==> src/rtl/binarysearch_datapath.sv <==
// Binary-search datapath: holds target A and bounds L/R/M, addresses a sorted synchronous RAM
// and flags found/not-found. Define BSEARCH_STATS_EN to add the `probes` compare counter.
module binarysearch_datapath #(
  parameter int unsigned DATA_WIDTH = 8,
  parameter int unsigned ADDR_WIDTH = 5
) (
  input  logic                  clock,
  input  logic                  reset_n,
  input  logic                  load_A,
  input  logic                  set_L,
  input  logic                  set_R,
  input  logic                  set_M,
  input  logic [DATA_WIDTH-1:0] A_in,
  input  logic [DATA_WIDTH-1:0] mem_data,
  output logic [ADDR_WIDTH-1:0] mem_addr,
  output logic [ADDR_WIDTH-1:0] found_addr,
  output logic                  F,
  output logic                  NF
`ifdef BSEARCH_STATS_EN
  ,
  output logic [ADDR_WIDTH:0]   probes
`endif
);

  localparam logic [ADDR_WIDTH-1:0] MaxAddr = '1;

  logic [DATA_WIDTH-1:0] a_q, a_d;
  logic [ADDR_WIDTH-1:0] l_q, l_d;
  logic [ADDR_WIDTH-1:0] r_q, r_d;
  logic [ADDR_WIDTH-1:0] m_q, m_d;
  logic                  found_q, found_d;
  logic                  nf_q, nf_d;

  logic                  init, probe, cmp;
  logic                  eq, lt, miss;
  logic [ADDR_WIDTH:0]   sum;
  logic [ADDR_WIDTH-1:0] mid;

  assign init  = load_A;
  assign probe = set_M & ~set_L & ~set_R & ~load_A;
  assign cmp   = set_M & set_L & set_R & ~load_A;

  // Extra carry bit keeps L+R exact before halving.
  assign sum = {1'b0, l_q} + {1'b0, r_q};
  assign mid = sum[ADDR_WIDTH:1];

  assign eq   = (mem_data == a_q);
  assign lt   = (mem_data < a_q);
  assign miss = ~eq & ((lt & (m_q == r_q)) | (~lt & (m_q == l_q)));

  assign mem_addr   = mid;
  assign found_addr = m_q;
  assign F          = reset_n & (found_q | (cmp & eq));
  assign NF         = reset_n & (nf_q | (cmp & miss));

  always_comb begin
    a_d     = a_q;
    l_d     = l_q;
    r_d     = r_q;
    m_d     = m_q;
    found_d = found_q;
    nf_d    = nf_q;
    if (init) begin
      a_d     = A_in;
      l_d     = '0;
      r_d     = MaxAddr;
      m_d     = '0;
      found_d = 1'b0;
      nf_d    = 1'b0;
    end else if (probe) begin
      m_d = mid;
    end else if (cmp) begin
      if (eq) begin
        found_d = 1'b1;
      end else if (lt) begin
        // Guards stop at the edge so M+1 / M-1 never wrap.
        if (m_q == r_q) nf_d = 1'b1;
        else            l_d  = m_q + ADDR_WIDTH'(1);
      end else begin
        if (m_q == l_q) nf_d = 1'b1;
        else            r_d  = m_q - ADDR_WIDTH'(1);
      end
    end
  end

  always_ff @(posedge clock or negedge reset_n) begin
    if (!reset_n) begin
      a_q     <= '0;
      l_q     <= '0;
      r_q     <= '0;
      m_q     <= '0;
      found_q <= 1'b0;
      nf_q    <= 1'b0;
    end else begin
      a_q     <= a_d;
      l_q     <= l_d;
      r_q     <= r_d;
      m_q     <= m_d;
      found_q <= found_d;
      nf_q    <= nf_d;
    end
  end

`ifdef BSEARCH_STATS_EN
  logic [ADDR_WIDTH:0] probes_q, probes_d;

  always_comb begin
    probes_d = probes_q;
    if (init) begin
      probes_d = '0;
    end else if (cmp && !(found_q || nf_q) && (probes_q != '1)) begin
      probes_d = probes_q + (ADDR_WIDTH + 1)'(1);
    end
  end

  always_ff @(posedge clock or negedge reset_n) begin
    if (!reset_n) probes_q <= '0;
    else          probes_q <= probes_d;
  end

  assign probes = probes_q;
`endif

endmodule

==> config.mk <==
export PLATFORM = sky130hd
export DESIGN_NAME = binarysearch_datapath
export DESIGN_NICKNAME = d
export VERILOG_FILES = /design/src/rtl/binarysearch_datapath.sv
export SDC_FILE = /design/constraint.sdc
export NUM_CORES = 1
export LEC_CHECK = 0
export CORE_UTILIZATION = 51
export DETAILED_ROUTE_END_ITERATION = 16
export PLACE_DENSITY_LB_ADDON = 0.2
export RECOVER_POWER = 100
export SYNTH_ARGS = -nofsm -noshare
export SYNTH_HDL_FRONTEND = slang
export SYNTH_SLANG_ARGS = --single-unit
==> constraint.sdc <==
create_clock -name clock -period 2.2 [get_ports clock]
set_clock_uncertainty 0.2 [all_clocks]
set_input_delay 0.44 -clock clock [delete_from_list [all_inputs] [get_ports clock]]
set_output_delay 0.44 -clock clock [all_outputs]
set_load 0.05 [all_outputs]
==> impl_metrics.yaml, run 1 <==
status:
  outcome: "complete, but fails checks"
  violations: "setup timing"
synth:
  synth_top_family_by_area: "simple AND/OR/NAND/NOR gates"
  synth_fa_ha_area_frac: 0.1158
  yosysWarningCount: 0
  synthMuxAreaShare: 0.01856
  synth-compound-area-share: 0.1596
  synth-seq-cells: 25
  synth_ff_type: "dfrtp_1"
  synthCells: 174
  synth_nets: 211
  async_reset_ff_frac: 1.000
  yosysUniqueCellTypes: 37
  synthTopCellsByArea: "dfrtp_1, ha_1, xor2_1"
  synth_common_cells: "dfrtp_1, nand2_1, nor2_1"
  yosysTopAreaCell: "dfrtp_1"
  yosysMostFrequentCell: "dfrtp_1"
  synth_edf_count: 0
  syn-cell-area_mm2: 0.001685
  syn_avg_cell_area_um2: 9.686
  yosys.area_share.simple: 0.1648
  synth-xor-area-share: 0.1076
  synth-seq-area-share: 0.3712
  synth_top_area_frac: 0.3712
clocking:
  cts_root_buf: "clkbuf_4"
  clock_path_buffers: 2
  cts_hold_buf: 0
  cts.sinks: 25
  insertion_delay_ns: 0.31
  cts_max_level: 1
  cts_tree: "yes"
  clk_pin_slew_ns: 0.14
  cts_buffers: 3
power_and_ir_drop:
  vdd_ir_drop_max_mv: 0.3140
  leakage_nw: 1.181
  powerDensity_mw_per_mm2: 453.7
  power_mw: 1.190
grt:
  globalRouteOverflowTotal: 0
  grt_pass1_vias: 1601
  track_usage: 0.2731
  grt_max_degree: 17
  antenna_found_initial: 0
  grt_first_pass_wirelength_um: 7072
routing:
  wl_met2_um: 2654
  top_layer: "met4"
  route.detailed.drc: 0
  dr_wl_met3_um: 201
  drt_iter0_markers: 67
  postRouteWirelength_um: 4674
  routedWlPerCell_um: 16.46
  drtAntennaViolNets: 0
  num_vias: 1564
  via_per_inst: 5.507
  m1WireLength_um: 1763
  firstDrtPassIters: 4
final_layout:
  antenna_cells: 0
  instances_no_fill: 284
  design_area_mm2: 0.002623
  finalNetCount: 278
  area_growth_pct: 55.61
  drive_gt1_frac: 0.4333
placement:
  gp_congestion: 0.8972
  place_inst: 273
  placed_area_mm2: 0.002355
  hpwl_um: 3300
  numPortBuffers: 33
sta:
  setup_viol: 12
  rsz0062_at_grt: "yes"
  worstMarginPinSlew_ns: 0.3154
  finalHoldViolCount: 0
  slew_headroom: 0.7891
  period_minus_slack_ns: 2.626
  finalCritPeriodShare: 1.194
  drv_slew: 0
  max_freq_mhz: 380.8
  layout_setup_ws_ns: -0.4261
critical_path:
  cp_data_required_time_ns: 1.56
  critPathKind: "flop to output port"
  reg2reg_depth: 10
  critical_path_arrival_ns: 1.99
  r2r_end: "l_q[1]"
  cp_slowest_stage_delay_ns: 0.40
  critPathSlowestCell: "dfrtp_1"
  crit_buf_inv: 2
  crit_fanout: 3
  reg2reg_setup_slack_ns: -0.08
  critical_path.reg2reg.startpoint: "a_q[1]"
  endpoint_kind: "output port"
  crit_chain: "inv_2 > ha_4 > nand4_1 > nor2_2 > nor3_4 > nand3_1 > o211ai_1 > clkbuf_16"
  path_delay_family: "simple AND/OR/NAND/NOR gates"
  start_kind: "flop"
die:
  rows: 20
  pin_count: 34
  die_y_um: 59.49
  coreArea_mm2: 0.003103
  initial_core_util: 0.5431
  die_w_um: 59.49
  die_area_mm2: 0.003538
worst_hold_path:
  worstHoldStart: "a_q[0]"
  hold_depth: 1
  hold_class: "flop to flop"
  holdPathEnd: "a_q[0]"
job:
  max_cap_violations: 0
## report_power, final
group	leakage (nW)	total, mW	internal [mW]	switching (mW)
registers	0.297	0.503	0.483	0.0193
logic	0.869	0.482	0.232	0.250
clock network	0.0150	0.205	0.0707	0.134
## state kept, by name, summed over array words and instances (netlist names)
name	flops
found_q	1
found_addr	5
nf_q	1
r_q	5
a_q	8
l_q	5
## layout make-up
cell class / count / area (µm²)
multi-input cells: 129 / 1206
clock buffers: 4 / 26.28
flip-flops and latches: 25 / 634.4
repair buffers: 68 / 648.1
inverters: 14 / 52.55
well taps: 44 / 55.05
fillers: 177 / 480.5
## worst max-delay path by stage
stage | startpoint | endpoint | cells after the start
after floorplan | found_addr[0] | NF | 6
after global placement | mem_data[1] | NF | 9
after detailed placement | mem_data[1] | NF | 9
after CTS | a_q[5] | NF | 8
after global routing | a_q[5] | NF | 8
final | a_q[5] | NF | 8
## layer usage
metal	vias up	GRT usage
met5	-	0
met4	0	0.08844
met3	9	0.03493
met2	46	0.5377
met1	779	0.2951
li1	730	-
## layout by cell type (no fill, tap or decap), types with 3 or more instances in the layout
cell and instances:
o21ai_1 8, buf_12 5, inv_2 7, ha_4 8, dlygate4sd2_1 8, xnor2_1 3, a21oi_1 6, nand2_1 15
buf_4 38, dfrtp_1 18, xor2_1 11, nand4_1 3, clkbuf_4 3, clkdlybuf4s50_1 13, nor2_2 4, inv_1 7
a21oi_4 3, o211ai_1 4, nand3_1 5, o2bb2ai_1 4, ha_1 6, nor2_1 11, dfrtp_2 7
## what timing repair did
action,in CTS,in global routing
setup endpoints to repair,17,16
buffers inserted,5,2
pin swaps,23,11
gates resized for setup,39,6
gates cloned,0,1
## worst register-to-register path, stage by stage, from the launching register on
cell and delay, ns:
dfrtp_1 0.40, inv_2 0.07, ha_4 0.19, nor2b_4 0.12, o211ai_2 0.15, a21oi_2 0.09, buf_4 0.13, buf_4 0.14
nor3_2 0.30, a21oi_4 0.15, a2bb2o_4 0.23
## cell families (layout without fill, tap and decap cells)
group,count (synthesis),after routing
AND/OR/NAND/NOR,54,54
AO/OA/AOI/OAI,37,38
flip-flops,25,25
buffers and inverters,21,86
XOR/XNOR,19,19
adder cells (fa/ha/maj),15,15
multiplexers,3,3
## stage by stage
stage / hold slack (ns) / TNS [ns] / utilization / setup slack [ns]
finish: 0.3345 / -2.092 / 0.8452 / -0.4261
global route: 0.3541 / -2.972 / 0.8452 / -0.5237
CTS: 0.3356 / -2.360 / 0.8355 / -0.4736
detailed placement: 0.3010 / -5.762 / 0.7589 / -0.6231
global placement: 0.2793 / -5.222 / 0.7589 / -0.6002
floorplan: -0.05559 / -0.5111 / - / -0.4860
Note: power is estimated with default switching activity, not from simulation.
==> inputs of run 2 (changes only) <==
Settings changed: CORE_UTILIZATION 51 to 46.
Clock period 2.2 ns to 2.22 ns, I/O delays scaled along.
==> run 2 against run 1 <==
Compared with the run above: the run still ends with setup timing left; power increased by 2.4%; register-to-register slack lost 0.21 ns; non-clock buffer count rose by 10; utilization decreased by 5.6 points; first-iteration DRC count grew 27%; die area grew 10%; clock power grew 8%; design area is 2.8% higher; critical path type unchanged; critical endpoint unchanged; largest cell class unchanged; largest power group is now combinational logic.
==> impl_metrics.yaml, run 2 (same netlist as run 1, synthesis figures left out) <==
die:
  die_area_mm2: 0.003910
  die_w_um: 62.53
  coreArea_mm2: 0.003416
  die_y_um: 62.53
  rows: 21
  pin_count: 34
  initial_core_util: 0.4934
routing:
  firstDrtPassIters: 4
  drtAntennaViolNets: 0
  drt_iter0_markers: 85
  num_vias: 1592
  routedWlPerCell_um: 16.48
  route.detailed.drc: 0
  via_per_inst: 5.397
  postRouteWirelength_um: 4863
sta:
  layout_setup_ws_ns: -0.4891
  max_freq_mhz: 369.1
  finalCritPeriodShare: 1.220
  whs_ns: 0.3504
  finalHoldViolCount: 0
  slew_headroom: 0.3750
  setup_tns_ns: -3.870
  period_minus_slack_ns: 2.709
  drv_slew: 0
  worstMarginPinSlew_ns: 0.9375
  setup_viol: 17
  rsz0062_at_grt: "yes"
critical_path:
  cp-startpoint: "r_q[1]"
  path_delay_family: "simple AND/OR/NAND/NOR gates"
  critical_path.reg2reg.startpoint: "a_q[1]"
  reg2reg_depth: 11
  worstSetupPathDepth: 7
  cp_data_required_time_ns: 1.58
  crit_buf_inv: 2
  critPathSlowestCell: "dfrtp_2"
  endpoint_kind: "output port"
  cp_slowest_stage_delay_ns: 0.48
  start_kind: "flop"
  critical_path_arrival_ns: 2.07
  crit_chain: "buf_4 > xnor2_1 > nand3_2 > nor3_4 > nand4_1 > o211ai_1 > clkbuf_16"
  crit_fanout: 3
  critPathKind: "flop to output port"
grt:
  track_usage: 0.2491
  antenna_found_initial: 0
  globalRouteOverflowTotal: 0
  grt_first_pass_wirelength_um: 7500
  grt_max_degree: 20
  grt_pass1_vias: 1602
power_and_ir_drop:
  power_mw: 1.219
  powerDensity_mw_per_mm2: 451.9
  leakage_nw: 1.234
  vdd_ir_drop_max_mv: 0.2591
job:
  max_cap_violations: 0
final_layout:
  finalNetCount: 287
  final_common_cell: "buf_4"
  antenna_cells: 0
  mostFrequentLayoutCells: "buf_4, dfrtp_1, nand2_1"
  area_growth_pct: 59.99
  drive_gt1_frac: 0.4297
  design_area_mm2: 0.002696
  largest_reg_flops: 8
  final_util: 0.7894
  instances_no_fill: 295
  top_register: "a_q"
worst_hold_path:
  hold_class: "flop to flop"
  worstHoldStart: "a_q[4]"
  hold_depth: 2
status:
  violations: "setup timing"
  outcome: "complete, but fails checks"
clocking:
  cts_buffers: 3
  cts_max_level: 1
  cts_tree: "yes"
  cts_root_buf: "clkbuf_4"
  cts_hold_buf: 0
  clock_path_buffers: 2
  clk_pin_slew_ns: 0.15
  cts.sinks: 25
  insertion_delay_ns: 0.33
placement:
  post-place-ws_ns: -0.6289
  numPortBuffers: 33
  gp_congestion: 0.7968
  placed_area_mm2: 0.002366
  place_inst: 277
  hpwl_um: 3306
run 2: tightest hold or removal path: cells and delay by family, from the launching register on:
family	cells	cell delay, ns
flops	1	0.40
buf+inv	1	0.08
compound gates	1	0.06
run 2: timing repair:
action	CTS	global route
resized for setup	31	20
endpoints found under the setup margin	16	16
gates cloned	0	0
endpoints found under the hold margin	0	0
setup buffers	8	8
pin swaps	24	17
run 2: where the power goes:
part / total (mW) / leakage, nW / switching [mW] / internal, mW
Clock: 0.221 / 0.0177 / 0.153 / 0.0677
Sequential: 0.498 / 0.297 / 0.0188 / 0.479
Combinational: 0.500 / 0.919 / 0.257 / 0.243
run 2: final timing paths:
kind | end | slack, ns
setup / recovery | NF | -0.49
hold / removal | a_q[4] | 0.35
setup reg to reg | l_q[1] | -0.29
hold reg to reg | a_q[4] | 0.35
max in group asynchronous | found_addr[3] | 0.39
min in group asynchronous | found_q | 0.63
run 2: cell type report:
type	instances	area (µm²)
timing repair buffer	78	719.4
multi-input combinational	128	1205
clock inverter	1	5.005
clock buffer	3	22.52
tap	46	57.56
inverter	14	52.55
sequential	25	634.4
fill	228	719.4
run 2: routing by layer:
metal  track usage  up-vias  share of wire
met5             0        -              0
met4       0.08140        0          0.030
met3       0.02007       19          0.039
met2        0.4334       51           0.51
met1        0.3259      771           0.42
li1              -      751              -
==> RTL change 1: new RTL, config.mk and constraints of run 1 <==
The parameter `DATA_WIDTH` goes from 8 to 10.
--- a/src/rtl/binarysearch_datapath.sv
+++ b/src/rtl/binarysearch_datapath.sv
@@ -1,7 +1,7 @@
 // Binary-search datapath: holds target A and bounds L/R/M, addresses a sorted synchronous RAM
 // and flags found/not-found. Define BSEARCH_STATS_EN to add the `probes` compare counter.
 module binarysearch_datapath #(
-  parameter int unsigned DATA_WIDTH = 8,
+  parameter int unsigned DATA_WIDTH = 10,
   parameter int unsigned ADDR_WIDTH = 5
 ) (
   input  logic                  clock,
Ports: changed (resized A_in and mem_data); port bits go from 34 to 38. No check against the original RTL was run, so the function may have changed too.
==> RTL change 1 against run 1 <==
- the flow still finishes with violations (setup timing)
- register-to-register slack about the same
- final area increased by 5.1%
- synthesized area increased by 6.9%
- setup slack got worse by 250 ps
- maximum frequency decreased by 8.7%
- sequential share of layout area increased by 0.38 points
- clock power increased by 9%
- cell count increased by 6.0%
- sequential cell count increased by 2
- wire length increased by 8.6%
- total power increased by 19%
- die area increased by 6.7%
- largest cell class unchanged
- largest power group is now combinational logic
==> RTL change 1: results <==
group,metric,value,unit
outcome,outcome,"finished with violations",
outcome,violations,"setup timing",
synth,yosysSeqAreaShare,0.3750,
place,place_area,0.002570,mm²
timing,finalSetupViolations,12,
drt,post_drt_via_cell_ratio,5.615,
global_route,grt_max_degree,20,
timing,hold_slack,342.6,ps
pwr,vdd_drop_max,0.3064,mV
global_route,grt_pass1_vias,1768,
global_route,grt_pass1_wl,7776,µm
final_layout,finalNetCount,299,
timing,timing.final.ws_setup,-677.7,ps
final_layout,final_core_util,0.8192,
synth,syn-num-nets,235,
final_layout,layout-drive-gt1-share,0.3412,
synth,avgSynthCellArea,9.384,µm²
setup_path,max_stage_delay,420,ps
pwr,switching_share,0.3631,
synth,ys_types,41,
pwr,p_leak,1.143,nW
drt,wl_per_cell,16.86,µm
place,dpl.cell_count,292,
place,io_buffers,37,
final_layout,fill_cells,206,
setup_path,cp_max_fo,2,
place,dp_hpwl,3582,µm
place,gp_congestion,0.9082,
synth,ys_top_cells_by_area,"dfrtp_1 (38%), ha_1 (11%), xnor2_1 (7.3%), o21ai_0 (5.6%), inv_1 (3.3%)",
drt,wl_met1,1993,µm
setup_path,crit_arrival,2240,ps
drt,wl_met2,2671,µm
setup_path,slowest_stage,"a2111oi_4",
drt,drt_iter0_drc,72,
setup_path,crit_family,"compound AO/OA/AOI/OAI gates",
drt,routed_wl,5076,µm
global_route,grt_usage,0.2846,
final_layout,largest_register_ff_count,10,
timing,tightest_slew,943.2,ps
## RTL change 1: changes by cell type after synthesis, sizes merged, moves of 5 or more
cell | run 1 | this run
o21ai | 11 | 21
o311ai | 0 | 5
o211ai | 6 | 0
xnor2 | 7 | 15
xor2 | 12 | 4
## RTL change 1: worst paths after layout
check	from	endpoint	depth (start not counted)
min in group asynchronous	reset_n	a_q[3]	2
hold / removal	found_q	found_q	2
hold reg to reg	found_q	found_q	2
setup reg to reg	a_q[3]	l_q[2]	8
setup / recovery	a_q[3]	NF	8
max in group asynchronous	reset_n	r_q[1]	2
## RTL change 1: cell families after synthesis
logic type	Yosys count	synth area share
mux	4	0.02292
flops	27	0.3750
compound gates	53	0.2042
fa+ha+maj	17	0.1222
simple gates	46	0.1229
buf+inv	26	0.06041
xor+xnor	19	0.09236
## RTL change 1: cell type report
type / count / share of cell area
clock buffers: 4 / 0.009537
inverters: 16 / 0.02180
multi-input cells: 139 / 0.4714
flip-flops and latches: 27 / 0.2457
well taps: 46 / 0.02089
repair buffers: 69 / 0.2307
## RTL change 1: per-layer routing
layer | vias to the layer above | track usage
li1 | 800 | -
met1 | 813 | 0.3276
met2 | 59 | 0.5031
met3 | 18 | 0.06092
met4 | 0 | 0.1365
met5 | - | 0
## RTL change 1: timing repair
action | in CTS | in global routing
setup buffers | 4 | 2
pin swaps | 18 | 12
endpoints found under the setup margin | 18 | 17
gates resized for setup | 35 | 14
hold buffers | 0 | 0
## RTL change 1: power by group through the flow
stage	registers, mW	logic, mW	clock network (mW)
after global placement	0.555	0.558	0
final	0.549	0.643	0.223
after detailed placement	0.556	0.574	0
after floorplan	0.569	0.332	0
after CTS	0.548	0.628	0.225
after global routing	0.552	0.691	0.246
## RTL change 1: per-stage QoR
stage | setup slack [ps] | TNS, ps
6_report | -677.7 | -2962
2_1_floorplan | -398.7 | -522.6
3_5_place_dp | -838.2 | -7412
4_1_cts | -667.1 | -2581
3_3_place_gp | -820.8 | -6877
5_1_grt | -771.1 | -4433
## RTL change 1: worst min-delay path: cells and delay by family (launching register included)
kind | cells | cell delay (ps)
simple gates | 2 | 140
flops | 1 | 380
==> RTL change 2: new RTL, flow settings as in run 1 <==
Without the edit above. Register the outputs `mem_addr`, `F` and `NF`, without a reset; this adds one clock of latency there. The other outputs are not delayed to match.
--- a/src/rtl/binarysearch_datapath.sv
+++ b/src/rtl/binarysearch_datapath.sv
@@ -48,10 +48,12 @@
   assign lt   = (mem_data < a_q);
   assign miss = ~eq & ((lt & (m_q == r_q)) | (~lt & (m_q == l_q)));
 
-  assign mem_addr   = mid;
   assign found_addr = m_q;
-  assign F          = reset_n & (found_q | (cmp & eq));
-  assign NF         = reset_n & (nf_q | (cmp & miss));
+  always_ff @(posedge clock) begin
+    mem_addr <= mid;
+    F        <= reset_n & (found_q | (cmp & eq));
+    NF       <= reset_n & (nf_q | (cmp & miss));
+  end
 
   always_comb begin
     a_d     = a_q;
Formal check against the unedited RTL: not equivalent (a bounded check fails within 4 cycles, from zero or initial values and one cycle with reset_n low).
==> RTL change 2 against run 1 <==
- critical path depth is 1 lower
- sequential share of layout area is 6.9 points higher
- non-clock buffer count is 16 lower
- setup slack better by 490 ps
- maximum frequency is 23% higher
- wire length is 6.9% lower
- sequential cell count is 7 higher
- synthesized area is 11% higher
- synthesized cell count is 11% higher
- global-route usage is 3.0 points lower
- final area is 6.1% lower
- total power is 30% higher
==> RTL change 2: results <==
group,metric,value,unit
outcome,outcome,"finished, final reports clean",
cts,path_clk_slew,110,ps
global_route,grt_pass1_wl,7383,µm
global_route,grt_usage,0.2428,
final_layout,multi_input_gates,142,
drt,drt_iter0_drc,53,
global_route,grt_util_met3,0.07117,
setup_path,crit_arrival,2180,ps
final_layout,layout-drive-gt1-share,0.1707,
final_layout,seqCellArea,765.7,µm²
timing,tightest_slew,586.6,ps
final_layout,nClkBuffers,6,
global_route,grt_max_degree,21,
hold_path,hold_class,"register to register",
cts,cts_max_path_buffers,2,
synth,synthAdderAreaFrac,0.1042,
cts,htree_levels,2,
final_layout,multi_input_area_share,0.4363,
cts,numCtsBuffers,5,
synth,ys_types,42,
synth,async_flop_share,0.7813,
synth,synth_compound_area_frac,0.1450,
pwr,vdd_drop_max,0.5665,mV
place,dp_hpwl,3166,µm
final_layout,non_clock_inverter_count,12,
final_layout,nNonClkBuffers,52,
final_layout,fill_cells,257,
place,gp_congestion,0.8283,
drt,wl_per_cell,14.90,µm
cts,clk_latency,350,ps
final_layout,buf_share,0.1803,
final_layout,design.seq.count,32,
synth,synth_xor_area_frac,0.08884,
global_route,grt_util_met2,0.3845,
drt,post_drt_via_cell_ratio,5.473,
synth,yosysSeqAreaShare,0.4088,
final_layout,clock_area_frac,0.03098,
cts,postCtsSetupRepairBufs,0,
pwr,p_leak,1.072,nW
synth,synth_common_cells,"dfrtp_1 (25), nor2_1 (18), nand2_1 (16)",
synth,ys_top_cells_by_area,"dfrtp_1 (33%), ha_1 (9.4%), dfxtp_1 (7.5%), xnor2_1 (6.5%), mux2i_1 (3.7%)",
synth,syn-num-nets,231,
synth,avgSynthCellArea,9.655,µm²
drt,vias,1598,
[RTL change 2: worst paths after layout]
kind,start,end,slack (ps),cells after the start
max in group asynchronous,reset_n,a_q[6],1130,2
hold / removal,found_q,F,300,1
setup / recovery,mem_data[3],r_q[1],70,7
min in group asynchronous,reset_n,found_q,390,2
hold reg to reg,found_q,F,300,1
setup reg to reg,a_q[1],r_q[1],120,7
[RTL change 2: stage by stage]
step                      power [mW]  setup WS (ps)  instance area (µm²)
after global placement         1.075         -308.5                 2347
final                          1.549          66.77                 2464
after CTS                      1.546          15.55                 2424
after floorplan               0.9176          53.27                 1873
after detailed placement       1.087         -324.1                 2347
after global routing           1.630         -7.975                 2464
[RTL change 2: report_power, final]
| part | internal (mW) | leakage [nW] | switching (mW) |
|---|---|---|---|
| clock network | 0.238 | 0.0422 | 0.218 |
| logic | 0.193 | 0.667 | 0.246 |
| registers | 0.625 | 0.363 | 0.0284 |
[RTL change 2: critical path, stage by stage]
cell,delay [ps]
clkdlybuf4s50_1,410
ha_1,320
buf_4,120
o211ai_1,140
a21o_4,250
a21o_1,200
mux2_4,310
[RTL change 2: what timing repair did]
| action | 4_1_cts | 5_1_grt |
|---|---|---|
| endpoints found under the setup margin | 0 | 9 |
| resized for setup | 0 | 11 |
| endpoints found under the hold margin | 0 | 0 |
[RTL change 2: logic make-up (layout without fill, tap and decap cells)]
family                     Yosys count  in the layout
DFF                                 32             32
xor gates and xnor gates            19             19
adders and majority gates           15             15
AOI/OAI and AO/OA                   41             41
muxes                                9              9
and+or+nand+nor                     58             58
buffers and inverters               20             72
[RTL change 2: layer usage]
layer / wire (µm) / vias to the layer above
met5: 0 / -
met4: 125 / 0
met3: 248 / 15
met2: 2142 / 50
met1: 1835 / 760
li1: - / 773
